===== src/rtl/rf_wb_arbiter_pkg.sv =====
// rtl/rf_wb_arbiter_pkg.sv - shared types, widths and address helper for the RF writeback arbiter
//
// Package rf_wb_pkg:
//   state_t    : arbiter FSM state (IDLE / BURST)
//   REG_W      : register-file address width
//   DATA_W     : register-file data width
//   REQ_*      : requester slot indices (ALU, load unit, crypto core)
//   next_reg() : burst address increment; 31 wraps to 1 and register 0 is never produced
package rf_wb_pkg;

    typedef enum logic {
        IDLE  = 1'b0,
        BURST = 1'b1
    } state_t;

    localparam int REG_W      = 5;
    localparam int DATA_W     = 32;

    localparam int REQ_ALU    = 0;
    localparam int REQ_LOAD   = 1;
    localparam int REQ_CRYPTO = 2;

    // Register 0 is hard-wired, so a burst must never land on it: both 0 and
    // 31 step to 1.
    function automatic logic [REG_W-1:0] next_reg(input logic [REG_W-1:0] addr);
        if (addr == '1 || addr == '0) begin
            return REG_W'(1);
        end
        return addr + 1'b1;
    endfunction

endpackage


===== src/rtl/rf_wb_arbiter_if.sv =====
// rtl/rf_wb_arbiter_if.sv - requester and RF write-port bundle for the writeback arbiter
//
// Parameter NUM_REQ : number of requesters.
// Signals:
//   req_valid/req_ready/req_last [NUM_REQ]   per-requester beat handshake
//   req_base [NUM_REQ*REG_W]                 burst start register per requester
//   req_data [NUM_REQ*DATA_W]                beat data per requester
//   rf_we/rf_waddr/rf_wdata                  registered RF write port
//   busy, len_err                            lock status, truncation pulse
//   timeout_err                              idle-lock abort pulse (only with RF_WB_TIMEOUT_EN)
// Modports: master = requester/RF side, slave = arbiter.
interface rf_wb_arbiter_if
    import rf_wb_pkg::*;
#(
    parameter int NUM_REQ = 3
);
    logic [NUM_REQ-1:0]        req_valid;
    logic [NUM_REQ-1:0]        req_ready;
    logic [NUM_REQ-1:0]        req_last;
    logic [NUM_REQ*REG_W-1:0]  req_base;
    logic [NUM_REQ*DATA_W-1:0] req_data;
    logic                      rf_we;
    logic [REG_W-1:0]          rf_waddr;
    logic [DATA_W-1:0]         rf_wdata;
    logic                      busy;
    logic                      len_err;
`ifdef RF_WB_TIMEOUT_EN
    logic                      timeout_err;
`endif

    modport master (
`ifdef RF_WB_TIMEOUT_EN
        input  timeout_err,
`endif
        output req_valid, req_last, req_base, req_data,
        input  req_ready, rf_we, rf_waddr, rf_wdata, busy, len_err
    );

    modport slave (
`ifdef RF_WB_TIMEOUT_EN
        output timeout_err,
`endif
        input  req_valid, req_last, req_base, req_data,
        output req_ready, rf_we, rf_waddr, rf_wdata, busy, len_err
    );

endinterface


===== src/rtl/rf_wb_arbiter_rr_pick.sv =====
// rtl/rf_wb_arbiter_rr_pick.sv - combinational round-robin priority picker
//
// Module rr_pick (parameter N):
//   valid_i [N]        request vector
//   ptr_i   [IDX_W]    highest-priority index this cycle
//   grant_o [N]        one-hot grant of the first valid index at or after ptr_i (zero if none)
//   idx_o   [IDX_W]    index of grant_o (zero if none)
module rr_pick #(
    parameter int N     = 3,
    parameter int IDX_W = $clog2(N)
) (
    input  logic [N-1:0]     valid_i,
    input  logic [IDX_W-1:0] ptr_i,
    output logic [N-1:0]     grant_o,
    output logic [IDX_W-1:0] idx_o
);

    always_comb begin
        int  j;
        logic found;
        grant_o = '0;
        idx_o   = '0;
        found   = 1'b0;
        j       = 0;
        for (int k = 0; k < N; k++) begin
            j = int'(ptr_i) + k;
            if (j >= N) begin
                j = j - N;
            end
            if (!found && valid_i[IDX_W'(j)]) begin
                found               = 1'b1;
                grant_o[IDX_W'(j)]  = 1'b1;
                idx_o               = IDX_W'(j);
            end
        end
    end

endmodule


===== src/rtl/rf_wb_arbiter.sv =====
// rtl/rf_wb_arbiter.sv - round-robin arbiter sharing the RF write port, with locked bursts
//
// Optional feature macro: RF_WB_TIMEOUT_EN (abort a stalled burst after TIMEOUT idle cycles).
// Parameters: NUM_REQ (requesters), MAX_BURST (beats per burst cap), TIMEOUT (idle limit).
// Ports:
//   clk    : clock, all logic on posedge
//   rst_n  : synchronous active-low reset
//   bus    : rf_wb_arbiter_if.slave - requester handshakes, RF write port, busy,
//            len_err and (with the macro) timeout_err
module rf_wb_arbiter
    import rf_wb_pkg::*;
#(
    parameter int NUM_REQ   = 3,
    parameter int MAX_BURST = 8,
    parameter int TIMEOUT   = 16
) (
    input  logic            clk,
    input  logic            rst_n,
    rf_wb_arbiter_if.slave  bus
);

    localparam int IDX_W = $clog2(NUM_REQ);
    localparam int CNT_W = $clog2(MAX_BURST);

    state_t             state_q, state_d;
    logic [IDX_W-1:0]   rr_ptr_q, rr_ptr_d;
    logic [IDX_W-1:0]   owner_q, owner_d;
    logic [REG_W-1:0]   next_addr_q, next_addr_d;
    logic [CNT_W-1:0]   beat_cnt_q, beat_cnt_d;
    logic               rf_we_q, rf_we_d;
    logic [REG_W-1:0]   rf_waddr_q;
    logic [DATA_W-1:0]  rf_wdata_q;
    logic               len_err_q, len_err_d;

    logic [NUM_REQ-1:0] pick_grant;
    logic [IDX_W-1:0]   pick_idx;
    logic [NUM_REQ-1:0] req_ready;
    logic [IDX_W-1:0]   sel;
    logic [REG_W-1:0]   beat_addr;
    logic [DATA_W-1:0]  beat_data;
    logic               beat_last;
    logic               accept;
    logic               at_cap;

`ifdef RF_WB_TIMEOUT_EN
    localparam int TO_W = $clog2(TIMEOUT + 1);
    logic [TO_W-1:0]    to_cnt_q, to_cnt_d;
    logic               timeout_q, timeout_d;
`endif

    function automatic logic [IDX_W-1:0] ptr_inc(input logic [IDX_W-1:0] p);
        if (int'(p) == NUM_REQ - 1) begin
            return '0;
        end
        return p + 1'b1;
    endfunction

    rr_pick #(
        .N     (NUM_REQ),
        .IDX_W (IDX_W)
    ) u_rr_pick (
        .valid_i (bus.req_valid),
        .ptr_i   (rr_ptr_q),
        .grant_o (pick_grant),
        .idx_o   (pick_idx)
    );

    // State register and registered RF write port.
    always_ff @(posedge clk) begin
        if (!rst_n) begin
            state_q     <= IDLE;
            rr_ptr_q    <= '0;
            owner_q     <= '0;
            next_addr_q <= '0;
            beat_cnt_q  <= '0;
            rf_we_q     <= 1'b0;
            rf_waddr_q  <= '0;
            rf_wdata_q  <= '0;
            len_err_q   <= 1'b0;
`ifdef RF_WB_TIMEOUT_EN
            to_cnt_q    <= '0;
            timeout_q   <= 1'b0;
`endif
        end else begin
            state_q     <= state_d;
            rr_ptr_q    <= rr_ptr_d;
            owner_q     <= owner_d;
            next_addr_q <= next_addr_d;
            beat_cnt_q  <= beat_cnt_d;
            rf_we_q     <= rf_we_d;
            len_err_q   <= len_err_d;
            // Address/data only move on a real write so they hold otherwise.
            if (rf_we_d) begin
                rf_waddr_q <= beat_addr;
                rf_wdata_q <= beat_data;
            end
`ifdef RF_WB_TIMEOUT_EN
            to_cnt_q    <= to_cnt_d;
            timeout_q   <= timeout_d;
`endif
        end
    end

    // Output/grant decode: same-cycle grant in IDLE, owner-only in BURST.
    always_comb begin
        req_ready = '0;
        sel       = (state_q == BURST) ? owner_q : pick_idx;
        if (rst_n) begin
            if (state_q == BURST) begin
                req_ready[owner_q] = 1'b1;
            end else begin
                req_ready = pick_grant;
            end
        end
    end

    assign beat_addr = (state_q == BURST) ? next_addr_q
                                          : bus.req_base[int'(sel)*REG_W +: REG_W];
    assign beat_data = bus.req_data[int'(sel)*DATA_W +: DATA_W];
    assign beat_last = bus.req_last[sel];
    assign accept    = |(bus.req_valid & req_ready);
    assign at_cap    = (state_q == BURST) && (beat_cnt_q == CNT_W'(MAX_BURST - 1));

    // Next-state logic.
    always_comb begin
        state_d     = state_q;
        rr_ptr_d    = rr_ptr_q;
        owner_d     = owner_q;
        next_addr_d = next_addr_q;
        beat_cnt_d  = beat_cnt_q;
        // A beat aimed at register 0 is consumed but never written.
        rf_we_d     = accept && (beat_addr != '0);
        len_err_d   = 1'b0;
`ifdef RF_WB_TIMEOUT_EN
        to_cnt_d    = to_cnt_q;
        timeout_d   = 1'b0;
`endif
        case (state_q)
            IDLE: begin
                if (accept) begin
                    if (beat_last) begin
                        rr_ptr_d = ptr_inc(sel);
                    end else begin
                        state_d     = BURST;
                        owner_d     = sel;
                        next_addr_d = next_reg(beat_addr);
                        beat_cnt_d  = CNT_W'(1);
                    end
                end
            end
            BURST: begin
                if (accept) begin
                    next_addr_d = next_reg(next_addr_q);
                    beat_cnt_d  = beat_cnt_q + 1'b1;
`ifdef RF_WB_TIMEOUT_EN
                    to_cnt_d    = '0;
`endif
                    // The cap beat closes the burst even without req_last.
                    if (beat_last || at_cap) begin
                        state_d    = IDLE;
                        rr_ptr_d   = ptr_inc(owner_q);
                        beat_cnt_d = '0;
                        len_err_d  = !beat_last;
                    end
                end
`ifdef RF_WB_TIMEOUT_EN
                else begin
                    // Only the owner can be ready here, so no accept means the owner stalled.
                    if (to_cnt_q == TO_W'(TIMEOUT - 1)) begin
                        state_d    = IDLE;
                        rr_ptr_d   = ptr_inc(owner_q);
                        beat_cnt_d = '0;
                        to_cnt_d   = '0;
                        timeout_d  = 1'b1;
                    end else begin
                        to_cnt_d   = to_cnt_q + 1'b1;
                    end
                end
`endif
            end
            default: state_d = IDLE;
        endcase
    end

    assign bus.req_ready = req_ready;
    assign bus.rf_we     = rf_we_q;
    assign bus.rf_waddr  = rf_waddr_q;
    assign bus.rf_wdata  = rf_wdata_q;
    assign bus.busy      = (state_q == BURST);
    assign bus.len_err   = len_err_q;
`ifdef RF_WB_TIMEOUT_EN
    assign bus.timeout_err = timeout_q;
`endif

endmodule


===== src/flat_wrapper.sv =====
// flat-port wrapper written by rule: the top's interface ports become plain ports
module rf_wb_arbiter_flat import rf_wb_pkg::*;
#(
    parameter int NUM_REQ   = 3,
    parameter int MAX_BURST = 8,
    parameter int TIMEOUT   = 16
)
  (clk, rst_n, bus_req_valid, bus_req_last, bus_req_base, bus_req_data, bus_req_ready, bus_rf_we, bus_rf_waddr, bus_rf_wdata, bus_busy, bus_len_err);
  rf_wb_arbiter_if #(.NUM_REQ(NUM_REQ)) bus_i ();
  input  logic clk;
  input  logic rst_n;
  input wire logic [$bits(bus_i.req_valid)-1:0] bus_req_valid;
  input wire logic [$bits(bus_i.req_last)-1:0] bus_req_last;
  input wire logic [$bits(bus_i.req_base)-1:0] bus_req_base;
  input wire logic [$bits(bus_i.req_data)-1:0] bus_req_data;
  output wire logic [$bits(bus_i.req_ready)-1:0] bus_req_ready;
  output wire logic [$bits(bus_i.rf_we)-1:0] bus_rf_we;
  output wire logic [$bits(bus_i.rf_waddr)-1:0] bus_rf_waddr;
  output wire logic [$bits(bus_i.rf_wdata)-1:0] bus_rf_wdata;
  output wire logic [$bits(bus_i.busy)-1:0] bus_busy;
  output wire logic [$bits(bus_i.len_err)-1:0] bus_len_err;
  assign bus_i.req_valid = bus_req_valid;
  assign bus_i.req_last = bus_req_last;
  assign bus_i.req_base = bus_req_base;
  assign bus_i.req_data = bus_req_data;
  assign bus_req_ready = bus_i.req_ready;
  assign bus_rf_we = bus_i.rf_we;
  assign bus_rf_waddr = bus_i.rf_waddr;
  assign bus_rf_wdata = bus_i.rf_wdata;
  assign bus_busy = bus_i.busy;
  assign bus_len_err = bus_i.len_err;
  rf_wb_arbiter #(.NUM_REQ(NUM_REQ), .MAX_BURST(MAX_BURST), .TIMEOUT(TIMEOUT)) u_core (.clk(clk), .rst_n(rst_n), .bus(bus_i));
endmodule

===== config.mk =====
export PLATFORM = sky130hd
export DESIGN_NAME = rf_wb_arbiter_flat
export DESIGN_NICKNAME = d
export VERILOG_FILES = /design/src/rtl/rf_wb_arbiter_pkg.sv /design/src/rtl/rf_wb_arbiter_if.sv /design/src/rtl/rf_wb_arbiter_rr_pick.sv /design/src/rtl/rf_wb_arbiter.sv /design/src/flat_wrapper.sv
export SDC_FILE = /design/constraint.sdc
export NUM_CORES = 1
export LEC_CHECK = 0
export ABC_AREA = 1
export CAP_MARGIN = 0
export CELL_PAD_IN_SITES_DETAIL_PLACEMENT = 1
export CELL_PAD_IN_SITES_GLOBAL_PLACEMENT = 1
export CORE_ASPECT_RATIO = 1.4
export CORE_MARGIN = 1
export CORE_UTILIZATION = 25
export CTS_BUF_LIST = sky130_fd_sc_hd__clkbuf_16
export CTS_CLUSTER_DIAMETER = 150
export DETAILED_ROUTE_END_ITERATION = 16
export PLACE_DENSITY = 0.86
export SLEW_MARGIN = 10
export SYNTH_ARGS = -nofsm -noshare
export SYNTH_HDL_FRONTEND = slang
export SYNTH_SLANG_ARGS = --single-unit

===== constraint.sdc =====
create_clock -name clk -period 2.65 [get_ports clk]
set_input_delay 0.53 -clock clk [delete_from_list [all_inputs] [get_ports clk]]
set_output_delay 0.53 -clock clk [all_outputs]
set_load 0.01 [all_outputs]

; Word-level counts from Yosys, hierarchy flattened
; Index checks and enable logic that the tools add are counted.
[op_classes]
addsub = 10
n_bitwise = 5
n_eq_ne = 10
shifts = 2
magnitude_cmp = 12
muxes = 76
mul = 1
n_reduce_logical = 22
[op_table]
columns = cell, n
row1 = indexed part select 96 x 8 -> 32 bit, 1
row2 = two-way mux 5 bit, 8
row3 = two-way mux 1 bit, 32
row4 = indexed part select 15 x 32 -> 5 bit, 1
row5 = two-way mux 2 bit, 15
row6 = two-way mux 3 bit, 9
row7 = "less-than comparator 2 x 4 -> 1 bit, second input constant", 3
row8 = "adder 5 x 1 -> 5 bit, second input constant", 2
row9 = "== test 5 bit, second input constant", 2
row10 = logical NOT 5 bit, 2
row11 = case mux 5 bit (2 select lines), 1
row12 = binary-select mux 1 bit (select 2 bit), 4
row13 = demux 1 bit (select 2 bit), 4
row14 = ">= comparator 2 x 1 -> 1 bit, second input constant", 4
row15 = logical AND 1 bit, 8
row16 = AND reduction 4 bit, 2
row17 = ">= comparator 3 x 2 -> 1 bit, second input constant", 2
row18 = "less-than comparator 2 x 3 -> 1 bit, second input constant", 2
row19 = "inequality test 2 bit, second input constant", 3
row20 = OR 3 bit, 2
row21 = case mux 3 bit (2 select lines), 1
row22 = AND reduction 3 bit, 2
row23 = "subtractor 2 bit, second input constant", 3
row24 = "multiplier 2 x 3 -> 5 bit, second input constant", 1
row25 = 16 further kinds, 24
[word_totals]
ff_bits = 52
elab_cells = 147
input_bits = 119

; Depth between registers and ports, before layout
[logic_depth]
ltp_word = 26
mapped_depth = 23
depth_no_buf = 23

; Modules after synthesis
; A second synthesis with hierarchy kept.
[unflattened]
hier_cells = 523
hier_area_um2 = 3399.5
[by_module_without_submodules]
columns = module, n_inst, area_per_inst_um2, seq_area_each_um2, cells_per_inst
row1 = rf_wb_arbiter, 1, 3089.2, 1041.0, 463
row2 = rr_pick, 1, 310.3, 0.0, 60

; Least setup slack after synthesis
; No wires, ideal clock.
[synth_path]
path_type = reg2reg
startpoint = reg u_core.rr_ptr_q[0]
endpoint = reg u_core.next_addr_q[3]
required_ps = 2533
slack_ps = -17
stages_incl_launch_ff = 24
period_less_slack_ps = 2667
path_buffers = 0
arrival_ps = 2550
cell_sequence = dfxtp_1 inv_1 ha_1 inv_2 nand2_1 nand3_1 nand2_2 nand3_4 clkinv_4 nor2_2 nor2_4 nor2_4 nand2_1 nand2_1 nand3_1 nand2_2 ha_1 nand2_1 nor2_1 nand2_1 nand2_1 nor2_1 nor2_1 nor2_1
[synth_via]
elab_chain_cells = 26
word_cells_on_any_way = 75
classes_between = add/sub (6) / mul (1) / order compare (9) / eq/ne (4) / shift (1) / mux (40) / bitwise (3) / reduce/logical (11)
[synth_rtl]
columns = element, line
row1 = "start, declared", rf_wb_arbiter.sv:26  ; logic [IDX_W-1:0] rr_ptr_q, rr_ptr_d;
row2 = "start signal, assigned", rf_wb_arbiter.sv:86  ; rr_ptr_q <= rr_ptr_d;
row3 = "parallel branches: the longest is 26 deep, another holds adder 2 x 1 -> 3 bit", --
row4 = "end signal, assigned", rf_wb_arbiter.sv:88  ; next_addr_q <= next_addr_d;
row5 = "end, declared", rf_wb_arbiter.sv:28  ; logic [REG_W-1:0] next_addr_q, next_addr_d;
; Several ways; the timed one is not identified. The select of a mux whose other input is x is not followed.
; A chain may end at the register's enable or synchronous reset.

; Final worst setup path
[layout_path]
startpoint = reg u_core.rr_ptr_q[1]
endpoint = reg u_core.state_q (netlist: u_core.bus.busy)
[layout_via]
elab_chain_cells = 19
word_cells_on_any_way = 62
classes_between = add/sub (5) / order compare (9) / mux (36) / bitwise (3) / reduce/logical (9)
[layout_rtl]
columns = element, line
row1 = "parallel branches: the longest is 18 deep, another holds less-than comparator 2 x 4 -> 1 bit", --
row2 = case mux 1 bit (2 select lines) (*), rf_wb_arbiter.sv:138  ; case (state_q)
row3 = "end signal, assigned", rf_wb_arbiter.sv:85  ; state_q <= state_d;
row4 = "end, declared", rf_wb_arbiter.sv:25  ; state_t state_q, state_d;
; Every way passes the cells marked *. The select of a mux whose other input is x is not followed.

==> run summary <==
status - complete, but fails checks
failing checks - setup timing
Final Instance Area - 0.006028 mm²
EDFF count, synth - 0
Post-Syn Area - 0.003423 mm²
Final Max Tran Viols - 0
main area contributors after synthesis - dfxtp_1 30%, nand2_1 16%, nor2_1 10%
Worst Path Required - 2.83 ns
vias in the first global route - 4732
TritonCTS Sinks - 52
Max FO, Critical Path - 7
wire per inst - 16.86 µm
Worst slew margin - 70.07%
Worst-Skew Late Latency - 0.29 ns
via count - 4332
Cell variety after synth - 39
hold path start - u_core.bus.rf_waddr[4]
switching power - 5551 µW
Total GRT Usage - 21.27%
share of layout cells above drive strength 1 - 21.02%
Max Clk Rate - 357.0 MHz
dominant synthesized flop cell - dfxtp_1
die footprint - 0.01417 mm²
Hold Crit Class - reg2reg
setup slack after layout - -0.1511 ns
Num CTS Buffers - 5
grt ovf - 0
synthesized flop and latch total - 52
crit path time final - 2.801 ns
hold path depth - 2
crit path kind - reg2reg
hpwl dp - 10.83 mm
I/O Buffers - 161
RSZ-0062 raised after global routing - true
top post-synthesis cells by count - 145 x nand2_1, 93 x nor2_1, 52 x dfxtp_1
antenna viol nets, final - 0
area share of the largest cell type after synthesis - 30.41%
vias per cell - 4.781
CTS Root Cell - clkbuf_16
final hold vios - 0
count leader, synth - nand2_1
Post-DP Area - 0.005458 mm²
Syn Area/Cell - 6.558 µm²
crit end category - register
Async S/R FF share, synth - 0%
Core Rows - 50
skew final - 0.005848 ns
H-tree depth - 2
DIE WIDTH - 100.9 µm
First-pass DRT Iterations - 4
Die Y - 140.5 µm
WP data arrival - 2.98 ns
Fillers - 1690
initial antenna violation count - 1
Core Region - 0.01339 mm²
Final Setup Violations - 52
sequential power share - 13.1%
initial core utilization - 25.57%
P&R area growth vs syn - 76.10%
Syn Nets - 650
R2R Setup Slk - -0.15 ns
MaxCap Viol Count - 0
worst slew pin tran - 0.4490 ns
crit share post-route - 105.7%
first-pass GRT wire length - 23.42 mm
post-synthesis sequential area ratio - 30.41%
power per cell area - 1794 mW/mm²
Post-route DRC - 0
cts hold-fix bufs - 0
fin nets - 851
maximum number of pins on one net before global-route repair - 46
clk buf depth - 2
drt total wl - 15.27 mm
Hold EP - u_core.bus.rf_waddr[4]
Sw Ratio - 51.32%
IO Pins - 162
RD Place Congestion - 0.8744
Clk pin slew, worst setup/hold paths - 0.07 ns
R2R cell count - 19
TritonCTS clock tree - done
LEAKAGE - 0.002582 µW
top cell type by total area after synthesis - dfxtp_1
reg2reg end - u_core.bus.busy
Mapped Cells - 522
Clock Power Share - 5.8%
DRT iter0 DRCs - 158
Worst R2R Start - u_core.rr_ptr_q[1]
Peak VDD IR - 0.8037 mV
Gate power share - 81.0%
CP startpoint kind - register
Yosys warnings - 0
final setup TNS - -5.345 ns
internal power - 5266 µW
how the worst max path moves through the flow:
| stage | start | slack (ns) | cells past startpoint | to |
|---|---|---|---|---|
| floorplan | u_core.rr_ptr_q[1] | 0.09 | 23 | u_core.next_addr_q[3] |
| global placement | bus_req_valid[1] | -0.38 | 12 | bus_req_ready[0] |
| detailed placement | bus_req_valid[1] | -0.65 | 21 | u_core.next_addr_q[3] |
| CTS | u_core.rr_ptr_q[1] | -0.07 | 13 | bus_req_ready[1] |
| global route | u_core.rr_ptr_q[1] | -0.31 | 21 | u_core.owner_q[0] |
| finish | u_core.rr_ptr_q[1] | -0.15 | 19 | u_core.bus.busy |
final cells by class:
cell class	count	area [µm²]	area share, %
Antenna cell	1	2.502	0.04151
Clock inverter	2	12.51	0.2076
Inverter	28	127.6	2.117
Timing Repair Buffer	218	2111	35.01
Sequential cell	52	1046	17.35
Multi-Input combinational cell	418	2376	39.41
Clock buffer	5	125.1	2.076
Tap cell	182	227.7	3.777
power groups by stage:
stage,Clock (µW),Sequential (µW),Combinational [µW]
3_5_place_dp,0,1420,7150
2_1_floorplan,0,1510,4190
6_report,633,1420,8770
3_3_place_gp,0,1390,6820
4_1_cts,651,1410,8320
5_1_grt,688,1470,9480
registers in the layout, indices dropped and copies added (netlist names):
register             flops
u_core.bus.rf_wdata     32
u_core.bus.rf_we         1
u_core.bus.busy          1
u_core.bus.rf_waddr      5
u_core.rr_ptr_q          2
u_core.next_addr_q       5
u_core.owner_q           2
u_core.bus.len_err       1
u_core.beat_cnt_q        3
cells by family after synthesis:
group | after synthesis | synth area share (%)
adders and majority gates | 9 | 3.290
buffers and inverters | 52 | 7.237
DFF | 52 | 30.41
AOI/OAI and AO/OA | 92 | 15.72
xor gates and xnor gates | 1 | 0.2559
and+or+nand+nor | 316 | 43.09
routing by layer:
layer  GRT usage (%)  vias up  routed length (µm)
li1                -     2105                   -
met1           20.06     2027                5448
met2           42.79      161                8335
met3           4.291       39                 974
met4           9.153        0                 514
met5               0        -                   0
cells in the final DEF, fill, tap and decap left out, types with 3 or more instances in the layout:
cell type / netlist / routed
ha_4: 0 / 3
a22oi_1: 12 / 12
a21oi_4: 2 / 3
nor2_2: 1 / 6
buf_6: 2 / 10
nor2_1: 93 / 86
o21ai_0: 23 / 11
nand2_2: 5 / 14
inv_1: 21 / 19
inv_2: 5 / 5
ha_1: 9 / 6
o21ai_1: 29 / 39
a21oi_1: 18 / 16
nand3_2: 8 / 13
buf_4: 1 / 44
nand3_1: 43 / 36
clkdlybuf4s50_1: 0 / 155
dlygate4sd2_1: 0 / 3
nand2_1: 145 / 128
clkbuf_16: 0 / 5
nand3_4: 3 / 5
nor2_4: 5 / 7
dfxtp_1: 52 / 50
nand2_4: 7 / 14
o21ai_2: 1 / 3
worst max-delay path, cell delays in order, from the launching register on:
cell	delay, ns
dfxtp_2	0.33
buf_6	0.12
ha_4	0.33
nand2_1	0.10
nand3_2	0.11
nand2_4	0.07
nand3_4	0.10
nand3_4	0.09
nand3_4	0.15
nand2_4	0.08
buf_4	0.15
nor2_4	0.16
nand2_1	0.10
nand2_2	0.08
inv_2	0.04
buf_4	0.12
nand2_1	0.09
nand2_2	0.13
a21oi_1	0.26
nor2_1	0.08
through the flow:
stage          hold slack, ns  setup WS, ns  utilization, %  cells  power, µW
2_1_floorplan          0.4445       0.08740               -    522       5697
3_3_place_gp           0.4538       -0.3819           40.77    880       8207
3_5_place_dp           0.4643       -0.6458           40.77    880       8568
4_1_cts                0.4789      -0.06948           44.36    903      10380
5_1_grt                0.4970       -0.3141           45.01    905      11630
6_report               0.4773       -0.1511           45.03    906      10820
what timing repair did:
item | 4_1_cts | 5_1_grt
resized for setup | 73 | 27
buffers inserted | 15 | 2
endpoints found under the setup margin | 54 | 54
gates cloned | 1 | 0
pin swaps | 27 | 10
No activity file was read; power rests on OpenSTA's default activity.
